File: config.mk
export PLATFORM = sky130hd
export DESIGN_NAME = bus_arbiter_4_flat
export DESIGN_NICKNAME = d
export VERILOG_FILES = /design/src/rtl/bus_arbiter_4_pkg.sv /design/src/rtl/bus_arbiter_4_if.sv /design/src/rtl/bus_arbiter_4_pick.sv /design/src/rtl/bus_arbiter_4.sv /design/src/flat_wrapper.sv
export SDC_FILE = /design/constraint.sdc
export NUM_CORES = 1
export LEC_CHECK = 0
export CAP_MARGIN = 20
export CORE_ASPECT_RATIO = 0.5
export CORE_MARGIN = 5
export CORE_UTILIZATION = 35
export CTS_CLUSTER_SIZE = 16
export DETAILED_ROUTE_END_ITERATION = 12
export HOLD_SLACK_MARGIN = 0.03
export SETUP_SLACK_MARGIN = 0.1
export SLEW_MARGIN = 15
export SYNTH_ARGS = -nofsm -noshare
export SYNTH_HDL_FRONTEND = slang
export SYNTH_SLANG_ARGS = --single-unit
File: constraint.sdc
create_clock -name clk -period 2.95 [get_ports clk]
set_input_delay 0.59 -clock clk [delete_from_list [all_inputs] [get_ports clk]]
set_output_delay 0.59 -clock clk [all_outputs]
set_load 0.01 [all_outputs]
File: src/rtl/bus_arbiter_4_pkg.sv
// ----------------------------------------------------------------------------
// bus_arbiter_4_pkg
// Shared types and constants for the four-requester bus arbiter.
//   arb_state_t   : FSM state encoding (IDLE / GRANT / GAP)
//   MODE_FIXED/RR : values of the mode input
//   id_to_onehot  : converts a requester index into a one-hot grant vector
// ----------------------------------------------------------------------------
package bus_arbiter_4_pkg;

    localparam int NUM_REQ = 4;

    typedef enum logic [1:0] {
        ST_IDLE  = 2'd0,
        ST_GRANT = 2'd1,
        ST_GAP   = 2'd2
    } arb_state_t;

    localparam logic MODE_FIXED = 1'b0;
    localparam logic MODE_RR    = 1'b1;

    function automatic logic [NUM_REQ-1:0] id_to_onehot(input logic [1:0] id);
        logic [NUM_REQ-1:0] base;
        base         = {{(NUM_REQ-1){1'b0}}, 1'b1};
        id_to_onehot = base << id;
    endfunction

endpackage

File: src/rtl/bus_arbiter_4_if.sv
// ----------------------------------------------------------------------------
// bus_arbiter_4_if
// Request/grant bundle between the requesting agents and the arbiter.
//   req[3:0]      : request vector, bit i = requester i
//   mode          : 0 = fixed priority, 1 = round-robin
//   grant[3:0]    : one-hot grant
//   grant_id[1:0] : binary index of the grantee (drives the resource mux)
//   grant_valid   : OR of grant
//   timeout       : one-cycle pulse when the hold limit revokes a grant
// Modports: master = requester side, slave = arbiter side.
// ----------------------------------------------------------------------------
interface bus_arbiter_4_if;

    logic [3:0] req;
    logic       mode;
    logic [3:0] grant;
    logic [1:0] grant_id;
    logic       grant_valid;
    logic       timeout;

    modport master (
        output req,
        output mode,
        input  grant,
        input  grant_id,
        input  grant_valid,
        input  timeout
    );

    modport slave (
        input  req,
        input  mode,
        output grant,
        output grant_id,
        output grant_valid,
        output timeout
    );

endinterface

File: src/rtl/bus_arbiter_4_pick.sv
// ----------------------------------------------------------------------------
// bus_arbiter_4_pick
// Combinational winner selection for the four-requester arbiter.
//   i_req[3:0]     : current request vector
//   i_mode         : MODE_FIXED -> highest set index wins
//                    MODE_RR    -> first set bit scanning up from last_id+1
//   i_last_id[1:0] : index of the most recently released grantee
//   o_win_id[1:0]  : winning index (meaningful only when o_win_any=1)
//   o_win_any      : at least one request is present
// ----------------------------------------------------------------------------
module bus_arbiter_4_pick
    import bus_arbiter_4_pkg::*;
(
    input  logic [3:0] i_req,
    input  logic       i_mode,
    input  logic [1:0] i_last_id,
    output logic [1:0] o_win_id,
    output logic       o_win_any
);

    logic [1:0] w_start;
    logic [7:0] w_req_dbl;
    logic [3:0] w_rot;
    logic [1:0] w_fix_id;
    logic [1:0] w_rr_off;

    // Doubling the vector lets a plain part-select perform the rotation:
    // w_rot[k] = i_req[(w_start + k) mod 4].
    assign w_start   = i_last_id + 2'd1;
    assign w_req_dbl = {i_req, i_req};
    assign w_rot     = w_req_dbl[w_start +: 4];

    // Fixed priority: later iterations overwrite, so the highest set index wins.
    always_comb begin
        w_fix_id = 2'd0;
        for (int i = 0; i < NUM_REQ; i++) begin
            if (i_req[i]) begin
                w_fix_id = 2'(i);
            end
        end
    end

    // Round-robin: scan downward so the lowest set offset wins.
    always_comb begin
        w_rr_off = 2'd0;
        for (int k = NUM_REQ - 1; k >= 0; k--) begin
            if (w_rot[k]) begin
                w_rr_off = 2'(k);
            end
        end
    end

    assign o_win_id  = (i_mode == MODE_RR) ? (w_start + w_rr_off) : w_fix_id;
    assign o_win_any = |i_req;

endmodule

File: src/rtl/bus_arbiter_4.sv
// ----------------------------------------------------------------------------
// bus_arbiter_4
// Four-requester arbiter for one shared resource. A grant is held until the
// owner drops its request or until MAX_HOLD cycles have elapsed, and every
// grant is followed by one dead (GAP) cycle for bus turnaround.
//   clk     : system clock, rising edge
//   rst     : asynchronous, active-high reset
//   arb_bus : bus_arbiter_4_if.slave (req, mode in; grant, grant_id,
//             grant_valid, timeout out - all outputs registered)
// Parameters:
//   MAX_HOLD : max consecutive grant cycles, 0 disables the limit
//   HOLD_W   : hold counter width, 2**HOLD_W must exceed MAX_HOLD
//
// state    | meaning
// ---------+-----------------------------------------------------------
// ST_IDLE  | no grant, no request seen; arbitrate every cycle
// ST_GRANT | grant asserted to r_grant_id; watch release / hold limit
// ST_GAP   | single dead cycle after a grant; arbitrate for the next one
// ----------------------------------------------------------------------------
module bus_arbiter_4
    import bus_arbiter_4_pkg::*;
#(
    parameter int MAX_HOLD = 8,
    parameter int HOLD_W   = 4
) (
    input  logic            clk,
    input  logic            rst,
    bus_arbiter_4_if.slave  arb_bus
);

    localparam logic [HOLD_W-1:0] LP_MAX_HOLD = HOLD_W'(MAX_HOLD);
    localparam logic [HOLD_W-1:0] LP_HOLD_SAT = {HOLD_W{1'b1}};
    localparam logic [HOLD_W-1:0] LP_HOLD_ONE = HOLD_W'(1);

    arb_state_t        r_state;
    logic [3:0]        r_grant;
    logic [1:0]        r_grant_id;
    logic [HOLD_W-1:0] r_hold_cnt;
    logic [1:0]        r_last_id;
    logic              r_timeout;

    arb_state_t        w_state_nxt;
    logic [3:0]        w_grant_nxt;
    logic [1:0]        w_grant_id_nxt;
    logic [HOLD_W-1:0] w_hold_nxt;
    logic [1:0]        w_last_id_nxt;
    logic              w_timeout_nxt;

    logic [1:0]        w_win_id;
    logic              w_win_any;
    logic              w_owner_req;
    logic              w_hold_expire;
    logic              w_release;

    bus_arbiter_4_pick u_pick (
        .i_req     (arb_bus.req),
        .i_mode    (arb_bus.mode),
        .i_last_id (r_last_id),
        .o_win_id  (w_win_id),
        .o_win_any (w_win_any)
    );

    // Only the current owner's request bit matters while granted; other
    // requesters and mode changes cannot preempt.
    assign w_owner_req   = arb_bus.req[r_grant_id];
    assign w_hold_expire = (MAX_HOLD != 0) && (r_hold_cnt == LP_MAX_HOLD);
    assign w_release     = !w_owner_req || w_hold_expire;

    always_ff @(posedge clk or posedge rst) begin
        if (rst) begin
            r_state    <= ST_IDLE;
            r_grant    <= 4'b0000;
            r_grant_id <= 2'd0;
            r_hold_cnt <= '0;
            r_last_id  <= 2'd3;
            r_timeout  <= 1'b0;
        end else begin
            r_state    <= w_state_nxt;
            r_grant    <= w_grant_nxt;
            r_grant_id <= w_grant_id_nxt;
            r_hold_cnt <= w_hold_nxt;
            r_last_id  <= w_last_id_nxt;
            r_timeout  <= w_timeout_nxt;
        end
    end

    always_comb begin
        w_state_nxt = r_state;
        case (r_state)
            ST_IDLE, ST_GAP: begin
                w_state_nxt = w_win_any ? ST_GRANT : ST_IDLE;
            end
            ST_GRANT: begin
                if (w_release) begin
                    w_state_nxt = ST_GAP;
                end
            end
            default: begin
                w_state_nxt = ST_IDLE;
            end
        endcase
    end

    always_comb begin
        w_grant_nxt    = r_grant;
        w_grant_id_nxt = r_grant_id;
        w_hold_nxt     = r_hold_cnt;
        w_last_id_nxt  = r_last_id;
        w_timeout_nxt  = 1'b0;
        case (r_state)
            ST_IDLE, ST_GAP: begin
                if (w_win_any) begin
                    w_grant_nxt    = id_to_onehot(w_win_id);
                    w_grant_id_nxt = w_win_id;
                    w_hold_nxt     = LP_HOLD_ONE;
                end else begin
                    w_grant_nxt    = 4'b0000;
                end
            end
            ST_GRANT: begin
                if (w_release) begin
                    w_grant_nxt   = 4'b0000;
                    w_last_id_nxt = r_grant_id;
                    // A dropped request takes precedence: the pulse only
                    // marks grants the owner still wanted.
                    w_timeout_nxt = w_owner_req && w_hold_expire;
                end else if (r_hold_cnt != LP_HOLD_SAT) begin
                    w_hold_nxt    = r_hold_cnt + LP_HOLD_ONE;
                end
            end
            default: begin
                w_grant_nxt = 4'b0000;
            end
        endcase
    end

    assign arb_bus.grant       = r_grant;
    assign arb_bus.grant_id    = r_grant_id;
    assign arb_bus.grant_valid = |r_grant;
    assign arb_bus.timeout     = r_timeout;

endmodule

File: src/flat_wrapper.sv
// flat-port wrapper written by rule: the top's interface ports become plain ports
module bus_arbiter_4_flat import bus_arbiter_4_pkg::*;
#(
    parameter int MAX_HOLD = 8,
    parameter int HOLD_W   = 4
)
  (clk, rst, arb_bus_req, arb_bus_mode, arb_bus_grant, arb_bus_grant_id, arb_bus_grant_valid, arb_bus_timeout);
  bus_arbiter_4_if arb_bus_i ();
  input  logic clk;
  input  logic rst;
  input wire logic [$bits(arb_bus_i.req)-1:0] arb_bus_req;
  input wire logic [$bits(arb_bus_i.mode)-1:0] arb_bus_mode;
  output wire logic [$bits(arb_bus_i.grant)-1:0] arb_bus_grant;
  output wire logic [$bits(arb_bus_i.grant_id)-1:0] arb_bus_grant_id;
  output wire logic [$bits(arb_bus_i.grant_valid)-1:0] arb_bus_grant_valid;
  output wire logic [$bits(arb_bus_i.timeout)-1:0] arb_bus_timeout;
  assign arb_bus_i.req = arb_bus_req;
  assign arb_bus_i.mode = arb_bus_mode;
  assign arb_bus_grant = arb_bus_i.grant;
  assign arb_bus_grant_id = arb_bus_i.grant_id;
  assign arb_bus_grant_valid = arb_bus_i.grant_valid;
  assign arb_bus_timeout = arb_bus_i.timeout;
  bus_arbiter_4 #(.MAX_HOLD(MAX_HOLD), .HOLD_W(HOLD_W)) u_core (.clk(clk), .rst(rst), .arb_bus(arb_bus_i));
endmodule
==> run metrics, run 1 <==
fin crit period=2450 ps; Cell Pwr Density=934 mW/mm^2; Die Width=85.1 um; Total Die Area=0.00404 sq mm; Synth Net Count=116; worst min path class=flop to flop; fraction of layout cells with a size suffix above 1=20.3%; TNS Setup=0 ps; Hold-fix buffers, CTS=0; largest net degree at the start of global routing=16; Total GRT Usage=11.6%; Fill cells=250; fin cells=165; worst r2r src=u_core.r_last_id[0]; DR WL/cell=12.9 um; Slew @ Worst Pin=567 ps; worst slack at placement=-108 ps; relative max-transition margin=61.9%; Critical path destination=u_core.arb_bus.grant[3]; maximum achievable frequency=408 MHz; reg2reg end=u_core.arb_bus.grant[3]; vias per inst=5.30; commonest non-fill, non-tap cells in the layout=nand2_1 (14), dfrtp_1 (13), nor2_1 (12), clkdlybuf4s50_1 (10), buf_4 (8); CP Class=input port to flop; Clock Tree Root=clkbuf_8; total power=1180 uW; Clk pin slew, worst setup/hold paths=60 ps; multi-input logic area=562 sq um; CTS tree=yes; Synth area leader=dfrtp_1; clock buffer depth=2; first-pass GRT wire length=3670 um; unrepaired setup endpoints after global routing=no; post-cts repair resize count=0; clk_skew=1.67 ps; leakage=0.000561 uW; Simple-Gate Fraction of Synth Area=23.4%; vias in the first global route=810; endpoint class of the critical path=flop; number of diodes=0; final hold viol count=0; top cells by area, synth=dfrtp_1 (33%), dfstp_2 (5.3%), nand2_1 (5.3%); MaxCap Viol Count=0; post-synthesis sequential area ratio=38.3%; syn avg cell area=9.30 sq um; Worst Slack Setup Final=501 ps; Synth Area in Compound Gates=21.7%; Synth Warn #=0; vias=874; CP arrival=2610 ps; Layout Nets=139; Async S/R FF share, synth=100%; # clock sinks=15; R2R cell count=8; final setup vio count=0; Netlist cell types=43; slack of the worst reg-to-reg path=560 ps; Crit path required time=3110 ps; Post-synth EDFFs=0; largest family of logic cells by synthesized area=simple AND/OR/NAND/NOR gates; I/O Buffers=14; Seq cells post-synth=15; die height=47.5 um; drt total wl=2130 um; DP HPWL=1640 um; Area Growth Syn to Fin=28.6%; total I/O pin count=15; Overflow after GRT=0; insertion delay to the later sink of the worst-skew pair=240 ps; status=finished clean; multiplexer share of the synthesized area=4.44%; period utilisation layout=83.0%; cells after synthesis=106; crit path launch=arb_bus_req[1]; Inst Count DP=161; Cell Area, Synth=986 sq um; most common cell after layout, fill and taps aside=nand2_1; area share of the largest cell type after synthesis=33.0%; post-synthesis adder-cell area fraction=3.81%; Antenna Violating Nets Remaining=0; CTS H-Tree Depth=1; initial antenna violation count=0; Synth Flop Type=dfrtp_1; Max IR drop VDD=0.324 mV; Pre-antenna DRT Iters=4; xor/xnor share of the synthesized area=3.43%; critical path peak fanout=6; Core ar.=0.00265 sq mm; Remaining DRCs=0; detailed router's first-iteration violation count=23; Setup Buffers After CTS=0; Critical Path Source Type=input port; Slew Limit Fails=0; FF+latch area=378 sq um; gpl congestion=0.749; Initial Util=37.2%; total CTS buffers=3; FP Rows=13
per-layer routing:
| metal | global-route usage [%] | vias to the layer above | part of all wire, % |
|---|---|---|---|
| li1 | - | 426 | - |
| met1 | 15.2 | 433 | 49 |
| met2 | 20.4 | 11 | 47 |
| met3 | 1.55 | 4 | 2.3 |
| met4 | 4.73 | 0 | 1.5 |
| met5 | 0 | - | 0 |
power by group:
part	leakage (uW)	internal (uW)	total, uW	switching, uW
clock network	0.0000228	95.6	168	72.1
registers	0.000188	298	391	93.4
logic	0.000351	322	626	303
critical path: stages:
cell and delay (ps):
dlymetal6s2s_1 180, or4_1 470, o2111ai_1 90, ha_2 220
xor2_2 190, xnor2_1 150, and2b_1 220, a31o_4 270
o31ai_4 220
cell usage after synthesis (3+ instances only):
library cell  number
nand2_1           14
nor3_1             4
nor2_1            12
inv_1              7
o21ai_0            5
ha_1               3
dfrtp_1           13
buf_2              3
worst min path at each step:
stage / startpoint / endpoint / slack, ps / cells after the start
final: u_core.r_state[1] / u_core.arb_bus.timeout / 530 / 3
after detailed placement: u_core.arb_bus.grant[2] / u_core.arb_bus.grant[2] / 500 / 2
after CTS: u_core.r_state[1] / u_core.arb_bus.timeout / 530 / 3
after global routing: u_core.arb_bus.grant[0] / u_core.arb_bus.grant[0] / 560 / 2
after floorplan: rst / u_core.arb_bus.grant[0] / 490 / 1
after global placement: u_core.arb_bus.grant[2] / u_core.arb_bus.grant[2] / 510 / 2
kinds of logic (layout without fill, tap and decap cells):
kind of cell / count (synthesis) / in the layout
and+or+nand+nor: 46 / 46
AOI/OAI and AO/OA: 25 / 25
DFF: 15 / 15
buffers and inverters: 11 / 33
adders and majority gates: 3 / 3
xor gates and xnor gates: 3 / 3
muxes: 3 / 3
per-stage QoR:
stage / cell area (sq um) / util [%] / hold WS, ps
floorplan: 986 / - / 490
global placement: 1210 / 45.6 / 508
detailed placement: 1210 / 45.6 / 504
CTS: 1250 / 47.3 / 530
global route: 1270 / 47.8 / 564
finish: 1270 / 47.8 / 528
state kept, by name (all words and copies together) (netlist names):
name and cells:
u_core.arb_bus.grant_id 2, u_core.r_state 2, u_core.r_last_id 2, u_core.arb_bus.timeout 1, u_core.arb_bus.grant 4, u_core.r_hold_cnt 4
area by class of cell:
cell class | count | area share [%]
Sequential cell | 15 | 29.8
Timing Repair Buffer | 22 | 16.6
Multi-Input combinational cell | 80 | 44.3
Inverter | 7 | 2.07
Clock buffer | 4 | 3.55
Tap cell | 37 | 3.65
(Power assumes the default switching activity.)
==> inputs of run 2 (changes only) <==
==> constraint.sdc (replaced) <==
create_clock -name clk -period 2.01 [get_ports clk]
set_input_delay 0.402 -clock clk [delete_from_list [all_inputs] [get_ports clk]]
set_output_delay 0.402 -clock clk [all_outputs]
set_load 0.01 [all_outputs]
==> run metrics, run 2 (synthesized netlist as in run 1, its figures left out) <==
Overflow after GRT=0 (unchanged); Clk pin slew, worst setup/hold paths=60 ps (about the same); fraction of layout cells with a size suffix above 1=32.6% (was 20.3%); DR top layer=met4 (unchanged); clock buffer depth=2 (unchanged); worst r2r src=u_core.r_last_id[0] (unchanged); insertion delay to the later sink of the worst-skew pair=250 ps (was 240 ps); relative max-transition margin=59.6% (was 61.9%); initial antenna violation count=0 (unchanged); P_int=1230 uW (was 715 uW); CTS tree=yes (unchanged); DR WL met2=1120 um (was 997 um); CP delay by family, top=compound AO/OA/AOI/OAI gates (was simple AND/OR/NAND/NOR gates); CP Class=flop to flop (was input port to flop); CTS H-Tree Depth=1 (unchanged); Core ar.=0.00265 sq mm (unchanged); FP Rows=13 (unchanged); DR WL/cell=13.6 um (was 12.9 um); Remaining DRCs=0 (unchanged); Die Width=85.1 um (unchanged); Crit path required time=2170 ps (was 3110 ps); Area Growth Syn to Fin=42.5% (was 28.6%); slack of the worst reg-to-reg path=-320 ps (was 560 ps); clk_skew=1.07 ps (was 1.67 ps); CP peak stage delay=590 ps (was 470 ps); final hold viol count=0 (unchanged); vias in the first global route=836 (was 810); total CTS buffers=3 (unchanged); unrepaired setup endpoints after global routing=yes (was no); Slew @ Worst Pin=605 ps (was 567 ps); maximum achievable frequency=429 MHz; I/O Buffers=14 (unchanged); worst min path class=input port to asynchronous set/reset pin (was flop to flop); crit path buf inv count=0 (was 1); Metal-1 WL=1120 um (was 1050 um); Slew Limit Fails=0 (unchanged); Cell Pwr Density=1450 mW/mm^2 (was 934 mW/mm^2); total I/O pin count=15 (unchanged); Clock Tree Root=clkbuf_8 (unchanged); leakage=0.000598 uW (was 0.000561 uW); detailed router's first-iteration violation count=29 (was 23); Fill cells=244 (was 250); Critical Path Source Type=flop (was input port); fin area=0.00141 sq mm (was 0.00127 sq mm); TNS Setup=-1470 ps (was 0 ps); Area after DPL=0.00123 sq mm (was 0.00121 sq mm); total power=2040 uW (was 1180 uW); crit path max-delay cell type=dfstp_2 (was or4_1); status=finished, violations left (was finished clean); fin crit period=2330 ps; failing checks=negative setup slack; largest net degree at the start of global routing=16 (unchanged); met3 WL=66 um (was 50 um); Worst Slack Setup Final=-321 ps (was 501 ps); number of diodes=0 (unchanged); Psw=803 uW (was 469 uW); cell chain of the critical path=nor3_1 -> a31oi_1 -> o2111ai_2 -> ha_4 -> xor2_4 -> xnor2_2 -> and2b_1 -> a31o_4 -> o31ai_4 (was dlymetal6s2s_1 -> or4_1 -> o2111ai_1 -> ha_2 -> xor2_2 -> xnor2_1 -> and2b_1 -> a31o_4 -> o31ai_4); first-pass GRT wire length=3750 um (was 3670 um); multi-input logic area=652 sq um (was 562 sq um); Layout Nets=146 (was 139); critical path peak fanout=6 (unchanged); # clock sinks=15 (unchanged); reg2reg end=u_core.arb_bus.grant[3] (unchanged); vias per inst=5.17 (was 5.30); final setup vio count=5 (was 0); R2R cell count=9 (was 8); endpoint class of the critical path=flop (unchanged); FF+latch area=378 sq um (unchanged); Antenna Violating Nets Remaining=0 (unchanged); Total Die Area=0.00404 sq mm (unchanged); Total GRT Usage=11.9% (was 11.6%); gpl congestion=0.879 (was 0.749); register share of total power=26.8% (was 33.0%); commonest non-fill, non-tap cells in the layout=nand2_1 (13), buf_4 (13), dfrtp_1 (13), nor2_1 (10), clkdlybuf4s50_1 (9) (was nand2_1 (14), dfrtp_1 (13), nor2_1 (12), clkdlybuf4s50_1 (10), buf_4 (8)); die height=47.5 um (unchanged); Sw Share=39.4% (was 39.6%); CP arrival=2490 ps (was 2610 ps); Logic pwr share=61.4% (was 52.8%); MaxCap Viol Count=0 (unchanged); drt total wl=2330 um (was 2130 um); Pre-antenna DRT Iters=4 (unchanged); Clock Power Share=11.8% (was 14.2%); period utilisation layout=116%; vias=890 (was 874); Max IR drop VDD=0.485 mV (was 0.324 mV); DP HPWL=1710 um (was 1640 um); Initial Util=37.2% (unchanged)
## run 2: per-layer routing
layer  up-vias  track usage [%]
li1        439                -
met1       437             14.9
met2        10             21.0
met3         4             2.58
met4         0             4.73
met5         -                0
## run 2: how the worst max path moves through the flow
stage | start | endpoint | slack, ps | cells after the start
2_1_floorplan | arb_bus_req[3] | u_core.arb_bus.grant[2] | -320 | 9
3_3_place_gp | arb_bus_req[2] | u_core.arb_bus.grant[1] | -770 | 10
3_5_place_dp | arb_bus_req[2] | u_core.arb_bus.grant_id[1] | -790 | 10
4_1_cts | u_core.r_last_id[0] | u_core.arb_bus.grant_id[1] | -390 | 8
5_1_grt | u_core.r_last_id[0] | u_core.arb_bus.grant[2] | -430 | 9
6_report | u_core.r_last_id[0] | u_core.arb_bus.grant[3] | -320 | 9
## run 2: power groups by stage
stage | Combinational [uW] | Clock, uW | Sequential [uW]
after floorplan | 662 | 0 | 550
after global placement | 1010 | 0 | 554
after detailed placement | 1020 | 0 | 555
after CTS | 1050 | 250 | 546
after global routing | 1360 | 262 | 567
final | 1250 | 240 | 547
## run 2: metrics by stage
| step | hold WS, ps | std cells | utilization, % | worst slack, ps |
|---|---|---|---|---|
| 3_5_place_dp | 522 | 164 | 46.6 | -792 |
| 3_3_place_gp | 519 | 164 | 46.6 | -774 |
| 5_1_grt | 570 | 172 | 53.0 | -431 |
| 2_1_floorplan | 302 | 106 | - | -320 |
| 6_report | 524 | 172 | 53.0 | -321 |
| 4_1_cts | 529 | 170 | 49.3 | -388 |
## run 2: layout make-up
| class | instances | share of cell area [%] |
|---|---|---|
| clock buffers | 3 | 2.94 |
| clock inverters | 1 | 0.356 |
| inverters | 7 | 1.87 |
| multi-input cells | 80 | 46.4 |
| flip-flops and latches | 15 | 26.9 |
| well taps | 37 | 3.29 |
| repair buffers | 29 | 18.3 |
## run 2: repair_timing
| item | CTS | global route |
|---|---|---|
| resized for setup | 12 | 13 |
| buffers inserted | 2 | 2 |
| hold buffers | 0 | 0 |
| pin swaps | 8 | 8 |
| endpoints found under the setup margin | 9 | 7 |
